<file path="src/rtl/fft_sequencer.sv">
// Control sequencer for the 32-point FFT datapath: load, 5x16 butterfly issue
// with pipeline drain between stages, then unload. All outputs are registered.
module fft_sequencer #(
   parameter int BFLY_LAT = 3
) (
   input  logic       clk,
   input  logic       rst,
   input  logic       start,
   input  logic       sample_valid,
   output logic       sample_ready,
   input  logic       out_ready,
   output logic       out_valid,
   output logic [1:0] input_mode,
   output logic [4:0] samples_in_count,
   output logic [4:0] samples_out_count,
   output logic [3:0] iteration_count,
   output logic [2:0] stage_count,
   output logic       bfly_issue,
   output logic       busy,
   output logic       done
);

   localparam logic [2:0] S_IDLE    = 3'd0;
   localparam logic [2:0] S_LOAD    = 3'd1;
   localparam logic [2:0] S_COMPUTE = 3'd2;
   localparam logic [2:0] S_DRAIN   = 3'd3;
   localparam logic [2:0] S_UNLOAD  = 3'd4;

   // DRAIN exits when the counter is 0, so loading LAT-1 gives LAT drain cycles.
   localparam logic [3:0] DRAIN_INIT = 4'((BFLY_LAT > 0) ? BFLY_LAT - 1 : 0);

   logic [2:0] state_q, state_d;
   logic [4:0] in_cnt_q, in_cnt_d;
   logic [4:0] out_cnt_q, out_cnt_d;
   logic [3:0] iter_q, iter_d;
   logic [2:0] stage_q, stage_d;
   logic [3:0] drain_q, drain_d;
   logic [1:0] mode_q, mode_d;
   logic       sready_q, sready_d;
   logic       ovalid_q, ovalid_d;
   logic       issue_q, issue_d;
   logic       busy_q, busy_d;
   logic       done_q, done_d;
   logic       advance;

   always_comb begin
      state_d   = state_q;
      in_cnt_d  = in_cnt_q;
      out_cnt_d = out_cnt_q;
      iter_d    = iter_q;
      stage_d   = stage_q;
      drain_d   = drain_q;
      done_d    = 1'b0;
      advance   = 1'b0;

      case (state_q)
         S_IDLE: begin
            if (start) state_d = S_LOAD;
         end
         S_LOAD: begin
            if (sample_valid) begin
               if (in_cnt_q == 5'd31) begin
                  state_d  = S_COMPUTE;
                  in_cnt_d = 5'd0;
                  iter_d   = 4'd0;
                  stage_d  = 3'd0;
               end else begin
                  in_cnt_d = in_cnt_q + 5'd1;
               end
            end
         end
         S_COMPUTE: begin
            if (iter_q == 4'd15) begin
               if (BFLY_LAT == 0) begin
                  advance = 1'b1;
               end else begin
                  state_d = S_DRAIN;
                  drain_d = DRAIN_INIT;
               end
            end else begin
               iter_d = iter_q + 4'd1;
            end
         end
         S_DRAIN: begin
            if (drain_q == 4'd0) advance = 1'b1;
            else                 drain_d = drain_q - 4'd1;
         end
         S_UNLOAD: begin
            if (out_ready) begin
               if (out_cnt_q == 5'd31) begin
                  state_d   = S_IDLE;
                  done_d    = 1'b1;
                  in_cnt_d  = 5'd0;
                  out_cnt_d = 5'd0;
                  iter_d    = 4'd0;
                  stage_d   = 3'd0;
               end else begin
                  out_cnt_d = out_cnt_q + 5'd1;
               end
            end
         end
         default: state_d = S_IDLE;
      endcase

      // Shared end-of-stage rule for both the drain exit and the zero-latency path.
      if (advance) begin
         if (stage_q == 3'd4) begin
            state_d   = S_UNLOAD;
            out_cnt_d = 5'd0;
         end else begin
            state_d = S_COMPUTE;
            stage_d = stage_q + 3'd1;
            iter_d  = 4'd0;
         end
      end

      mode_d   = 2'b00;
      case (state_d)
         S_LOAD:              mode_d = 2'b01;
         S_COMPUTE, S_DRAIN:  mode_d = 2'b10;
         S_UNLOAD:            mode_d = 2'b11;
         default:             mode_d = 2'b00;
      endcase
      sready_d = (state_d == S_LOAD);
      ovalid_d = (state_d == S_UNLOAD);
      issue_d  = (state_d == S_COMPUTE);
      busy_d   = (state_d != S_IDLE);
   end

   always_ff @(posedge clk) begin
      if (rst) begin
         state_q   <= S_IDLE;
         in_cnt_q  <= 5'd0;
         out_cnt_q <= 5'd0;
         iter_q    <= 4'd0;
         stage_q   <= 3'd0;
         drain_q   <= 4'd0;
         mode_q    <= 2'b00;
         sready_q  <= 1'b0;
         ovalid_q  <= 1'b0;
         issue_q   <= 1'b0;
         busy_q    <= 1'b0;
         done_q    <= 1'b0;
      end else begin
         state_q   <= state_d;
         in_cnt_q  <= in_cnt_d;
         out_cnt_q <= out_cnt_d;
         iter_q    <= iter_d;
         stage_q   <= stage_d;
         drain_q   <= drain_d;
         mode_q    <= mode_d;
         sready_q  <= sready_d;
         ovalid_q  <= ovalid_d;
         issue_q   <= issue_d;
         busy_q    <= busy_d;
         done_q    <= done_d;
      end
   end

   assign sample_ready      = sready_q;
   assign out_valid         = ovalid_q;
   assign input_mode        = mode_q;
   assign samples_in_count  = in_cnt_q;
   assign samples_out_count = out_cnt_q;
   assign iteration_count   = iter_q;
   assign stage_count       = stage_q;
   assign bfly_issue        = issue_q;
   assign busy              = busy_q;
   assign done              = done_q;

endmodule

</file>
<file path="config.mk">
export PLATFORM = sky130hd
export DESIGN_NAME = fft_sequencer
export DESIGN_NICKNAME = d
export VERILOG_FILES = /design/src/rtl/fft_sequencer.sv
export SDC_FILE = /design/constraint.sdc
export NUM_CORES = 1
export LEC_CHECK = 0
export ABC_AREA = 1
export CAP_MARGIN = 20
export CORE_MARGIN = 2
export CORE_UTILIZATION = 52
export DETAILED_ROUTE_END_ITERATION = 10
export PLACE_DENSITY = 0.79
export SLEW_MARGIN = 20
export SYNTH_ARGS = -nofsm -noshare
export SYNTH_HDL_FRONTEND = slang
export SYNTH_SLANG_ARGS = --single-unit
</file>
<file path="constraint.sdc">
create_clock -name clk -period 1.91 [get_ports clk]
set_input_delay 0.4775 -clock clk [delete_from_list [all_inputs] [get_ports clk]]
set_output_delay 0.4775 -clock clk [all_outputs]
set_load 0.01 [all_outputs]
</file>
; Yosys cells after proc, flatten, opt, wreduce, memory -nomap -nowiden
; Cells that the tools add are included.
[classes]
n_addsub = 5
multipliers = 0
div_mod_pow = 0
n_lt_le_gt_ge = 0
eq_ne = 17
n_shift = 0
mux = 41
bitwise_logic = 2
reduce_logical = 9
[ops]
columns = op, count
row1 = 5-bit two-way mux, 9
row2 = 3-bit two-way mux, 14
row3 = 4-bit two-way mux, 9
row4 = 3-bit one-hot mux with 5 select lines, 1
row5 = 3-bit by 2-bit == test with 1-bit output (second input constant), 4
row6 = 4-bit one-hot mux with 3 select lines, 1
row7 = 5-bit by 1-bit adder with 5-bit output (second input constant), 2
row8 = 5-bit == test (second input constant), 2
row9 = 2-bit != test (second input constant), 5
row10 = 5-bit one-hot mux with 2 select lines, 1
row11 = 3-bit == test (second input constant), 3
row12 = 4-bit one-hot mux with 2 select lines, 1
row13 = 3-bit by 1-bit == test with 1-bit output (second input constant), 2
row14 = 2-bit one-hot mux with 3 select lines, 1
row15 = 3-bit one-hot mux with 2 select lines, 1
row16 = 4-bit by 1-bit adder with 4-bit output (second input constant), 1
row17 = 4-bit == test (second input constant), 1
row18 = 4-bit logical NOT, 1
row19 = 4-bit AND reduction, 1
row20 = 2-bit nonzero test, 2
row21 = 4-bit by 1-bit subtractor with 4-bit output (second input constant), 1
row22 = 3-bit by 1-bit adder with 3-bit output (second input constant), 1
row23 = 3-bit logical NOT, 1
row24 = 1-bit two-way mux, 3
row25 = 5 further kinds, 6
[word_totals]
regBits = 31
latch_bits = 0
ram_bits = 0
romBits = 0
input_bits = 5
out_inout_bits = 24
elab_cells = 86
n_memories = 0

; Logic depth before layout (Yosys ltp)
[logic_depth]
depth_word = 8
mapped_depth = 11

; Worst setup path after synthesis
; OpenSTA, ideal clock, no wires.
[synth_timing]
path_type = register -> register
from = register in_cnt_q[0], in the netlist samples_in_count[0]
to = register busy_q, in the netlist busy
setup_time_ps = 132
arrival_ps = 1456
setup_slack_ps = 321
path_stages_with_launch = 12
n_path_buf = 0
period_less_slack_ps = 1589
cell_sequence = dfxtp_1 > ha_1 > nand2_1 > nor2_1 > ha_1 > nand2_1 > inv_1 > nor2_1 > nor2_1 > nand2_1 > nand2_1 > a21oi_1
[synth_via]
elab_chain_cells = 6
[synth_lines]
columns = element, line_no
row1 = "start, declared", 33  ; logic [4:0] in_cnt_q, in_cnt_d;
row2 = "start signal, assigned", 146  ; in_cnt_q <= in_cnt_d;
row3 = 5-bit == test, 62  ; if (in_cnt_q == 5'd31) begin
row4 = 3-bit two-way mux, 62
row5 = 3-bit two-way mux, 61  ; if (sample_valid) begin
row6 = 3-bit one-hot mux with 5 select lines, 56  ; case (state_q)
row7 = 3-bit two-way mux, 106  ; if (advance) begin
row8 = 3-bit nonzero test, 127  ; busy_d = (state_d != S_IDLE);
row9 = "end signal, assigned", 155  ; busy_q <= busy_d;
row10 = "end, declared", 42  ; logic busy_q, busy_d;
; Every way passes these cells.
; A chain may end at the register's enable or synchronous reset.

; Worst setup path after layout
[layout_timing]
from = register iter_q[2], in the netlist iteration_count[2]
to = output port iteration_count[2]
[layout_rtl]
columns = element, line_no
row1 = "start, declared", 35  ; logic [3:0] iter_q, iter_d;
row2 = "start signal, assigned", 148  ; iter_q <= iter_d;
row3 = "end, declared", 16  ; output logic [3:0] iteration_count,
; No word-level cell between the ends.

==> impl_metrics.py <==
metrics = {
    "clock_network": {
        "cts_tree": "built",
        "clk_latency_ps": 340,
        "clk_pin_slew_ps": 100,
        "cts_sinks": 31,
        "cts_made_buffers": 5,
        "postCtsSetupBuffers": 0,
        "cts_max_level": 2,
        "cts-root-buf": "clkbuf_4",
        "clock_path_buffers": 2,
    },
    "sta": {
        "tightest_slew_ps": 317.9,
        "drv_slew": 0,
        "fin_skew_ps": 8.452,
        "grt_setup_unrepaired": "no",
        "setup_viol": 0,
        "relSlewSlack_pct": 78.67,
        "setup_ws_ps": 104.0,
        "fin_crit_sh_pct": 94.55,
        "setup_tns_ps": 0,
        "clock.fmax_mhz": 553.7,
        "min_period_ps": 1806,
        "hold_viol_final": 0,
    },
    "die": {
        "die_x_um": 59.93,
        "coreArea_um2": 3003,
        "io_pins": 29,
        "dieHeight_um": 59.93,
        "rows": 20,
        "dieArea_um2": 3592,
        "start_util_pct": 54.17,
    },
    "critical_path": {
        "cp_max_fo": 6,
        "critPathSlowestCell": "clkdlybuf4s50_1",
        "reg2regPathDepth": 8,
        "crit_type": "reg -> out",
        "crit_family": "buffers and inverters",
        "ff2ff_setup_slack_ps": 210,
        "worstSetupEndpointType": "output port",
        "timing.rr.start": "samples_out_count[0]",
        "start_kind": "flip-flop",
        "path_buf_inv": 1,
        "max_stage_delay_ps": 560,
        "cp.arrival_ps": 1330,
        "critPathRequiredTime_ps": 1430,
        "cp_cell_sequence": "clkdlybuf4s50_1",
        "worstReg2RegEnd": "stage_count[1]",
    },
    "cells_and_area": {
        "final_common_cell": "nand2_1",
        "synthToLayoutAreaGrowth_pct": 25.62,
        "drive_above_1_share_pct": 9.319,
        "fillCellCount": 264,
        "ff_latch_area_um2": 621.8,
        "multi_input_area_um2": 882.1,
        "antenna_cells": 0,
        "fin_nets": 292,
        "final_cell_mix": "nand2_1, nor2_1, dfxtp_1, clkdlybuf4s50_1, inv_1",
    },
    "route": {
        "firstDrtPassIters": 4,
        "wl_um": 3556,
        "vias": 1630,
        "ant_nets": 0,
        "first_iter_violations": 78,
        "drt-wirelength-per-cell_um": 11.40,
        "via_per_inst": 5.224,
        "drc": 0,
    },
    "global_routing": {
        "grt_util_all_layers_pct": 22.36,
        "grt_pass1_wl_um": 6030,
        "grt_max_degree": 12,
        "first_global_vias": 1436,
        "overflow": 0,
        "antenna_found_initial": 0,
    },
    "status": {
        "outcome": "completed",
    },
    "yosys": {
        "synth-compound-area-share_pct": 8.538,
        "synth_cell_types": 24,
        "synthAdderAreaFrac_pct": 6.923,
        "syn_nets": 255,
        "syn_area_um2": 1627,
        "avgSynthCellArea_um2": 6.749,
        "synthMuxAreaShare_pct": 0,
        "synth_top_family_by_area": "simple AND/OR/NAND/NOR gates",
        "yosys.area_share.simple_pct": 37.69,
        "synthCells": 241,
        "yosys_warnings": 0,
        "yosysSeqAreaShare_pct": 38.15,
        "synth-xor-area-share_pct": 1.077,
        "synth-seq-cells": 31,
    },
    "hold_path": {
        "min-delay-start": "samples_out_count[4]",
        "hold_depth": 2,
        "holdPathEnd": "samples_out_count[4]",
        "hp-class": "reg -> reg",
    },
    "power": {
        "peakVddDrop_v": 0.0005147,
        "leakagePower_uw": 0.0009479,
        "power_density_nw_per_um2": 612.0,
    },
    "placed_design": {
        "gp_congestion": 0.8452,
        "dpl.hpwl_um": 2580,
        "dp_slack_ps": 98.48,
        "io_buffer_count": 28,
    },
    "run": {
        "cap_viol_max_count": 0,
    },
}
[synthesized netlist by cell type]
master,count,area (µm²)
a21oi_1,21,105.1
xnor2_1,1,8.760
nor2_2,1,6.260
nor2_1,33,123.9
inv_1,25,93.84
nand2_1,68,255.2
ha_1,9,112.6
nand2_2,2,12.51
dfxtp_1,31,620.6
nand3_2,3,30.03
and2_1,1,6.260
clkinv_1,1,3.750
nor2_4,2,22.52
nand4_1,8,50.05
clkbuf_1,1,3.750
nor3_1,4,20.02
and3_1,1,6.260
o31ai_1,1,7.510
o22ai_1,1,6.260
inv_2,6,22.52
o21ai_0,3,15.01
nand3_1,16,80.08
xor2_1,1,8.760
o21ai_1,1,5.000
[tightest hold or removal path, delay by kind of cell, from the launching register on]
kind | cells | cell delay [ps]
flops | 1 | 340
compound gates | 1 | 50
simple gates | 1 | 60
[flip-flops by register name (all words and copies together) (netlist names)]
signal and cells:
bfly_issue 1, busy 1, done 1, drain_q 4
input_mode 2, iteration_count 4, out_valid 1, sample_ready 1
samples_in_count 5, samples_out_count 5, stage_count 3, state_q 3
[how the worst max path moves through the flow]
stage | end | slack (ps) | start | cells after the start
floorplan | busy | 320 | samples_in_count[0] | 11
global placement | samples_in_count[2] | 130 | out_ready | 8
detailed placement | samples_in_count[2] | 100 | out_ready | 8
CTS | samples_in_count[0] | 40 | samples_in_count[0] | 2
global route | iteration_count[2] | 20 | iteration_count[2] | 1
finish | iteration_count[2] | 100 | iteration_count[2] | 1
[cells by family (layout without fill, tap and decap cells)]
family	count (synthesis)	after routing
simple gates	139	139
compound gates	27	27
buf+inv	33	71
fa+ha+maj	9	9
xor+xnor	2	2
flops	31	31
[cell type report]
cell class	count	area share [%]
clock buffer	7	3.184
timing repair buffer	31	14.94
multi-input combinational	177	43.17
sequential	31	30.43
tap	33	2.021
clock inverter	1	0.3674
inverter	32	5.879
[metal layers]
metal | track usage (%) | vias to the layer above | share of wire, %
li1 | - | 856 | -
met4 | 10.79 | 0 | 2.7
met5 | 0 | - | 0
met2 | 34.01 | 36 | 44
met1 | 28.19 | 726 | 48
met3 | 7.576 | 12 | 4.6
[what timing repair did]
action                                  in CTS  in global routing
endpoints found under the setup margin       0                  2
hold buffers                                 0                  0
gates resized for setup                      0                  2
[where the power goes]
group          total, µW  switching (µW)  internal (µW)  leakage [µW]
clock                449             235            215     0.0000375
combinational        131            75.1           55.8      0.000659
sequential           670            10.4            660      0.000252
total               1250             320            930      0.000948
[stage by stage]
stage	cell area, µm²	total power [µW]	hold slack [ps]	std cells	util, %
3_3_place_gp	1967	813.7	479.6	304	65.50
2_1_floorplan	1627	758.7	475.0	241	-
5_1_grt	2043	1308	517.3	312	68.04
4_1_cts	2039	1266	493.3	312	67.92
6_report	2043	1250	491.3	312	68.04
3_5_place_dp	1967	814.8	479.2	304	65.50
Power figures use the tool's default switching activity.
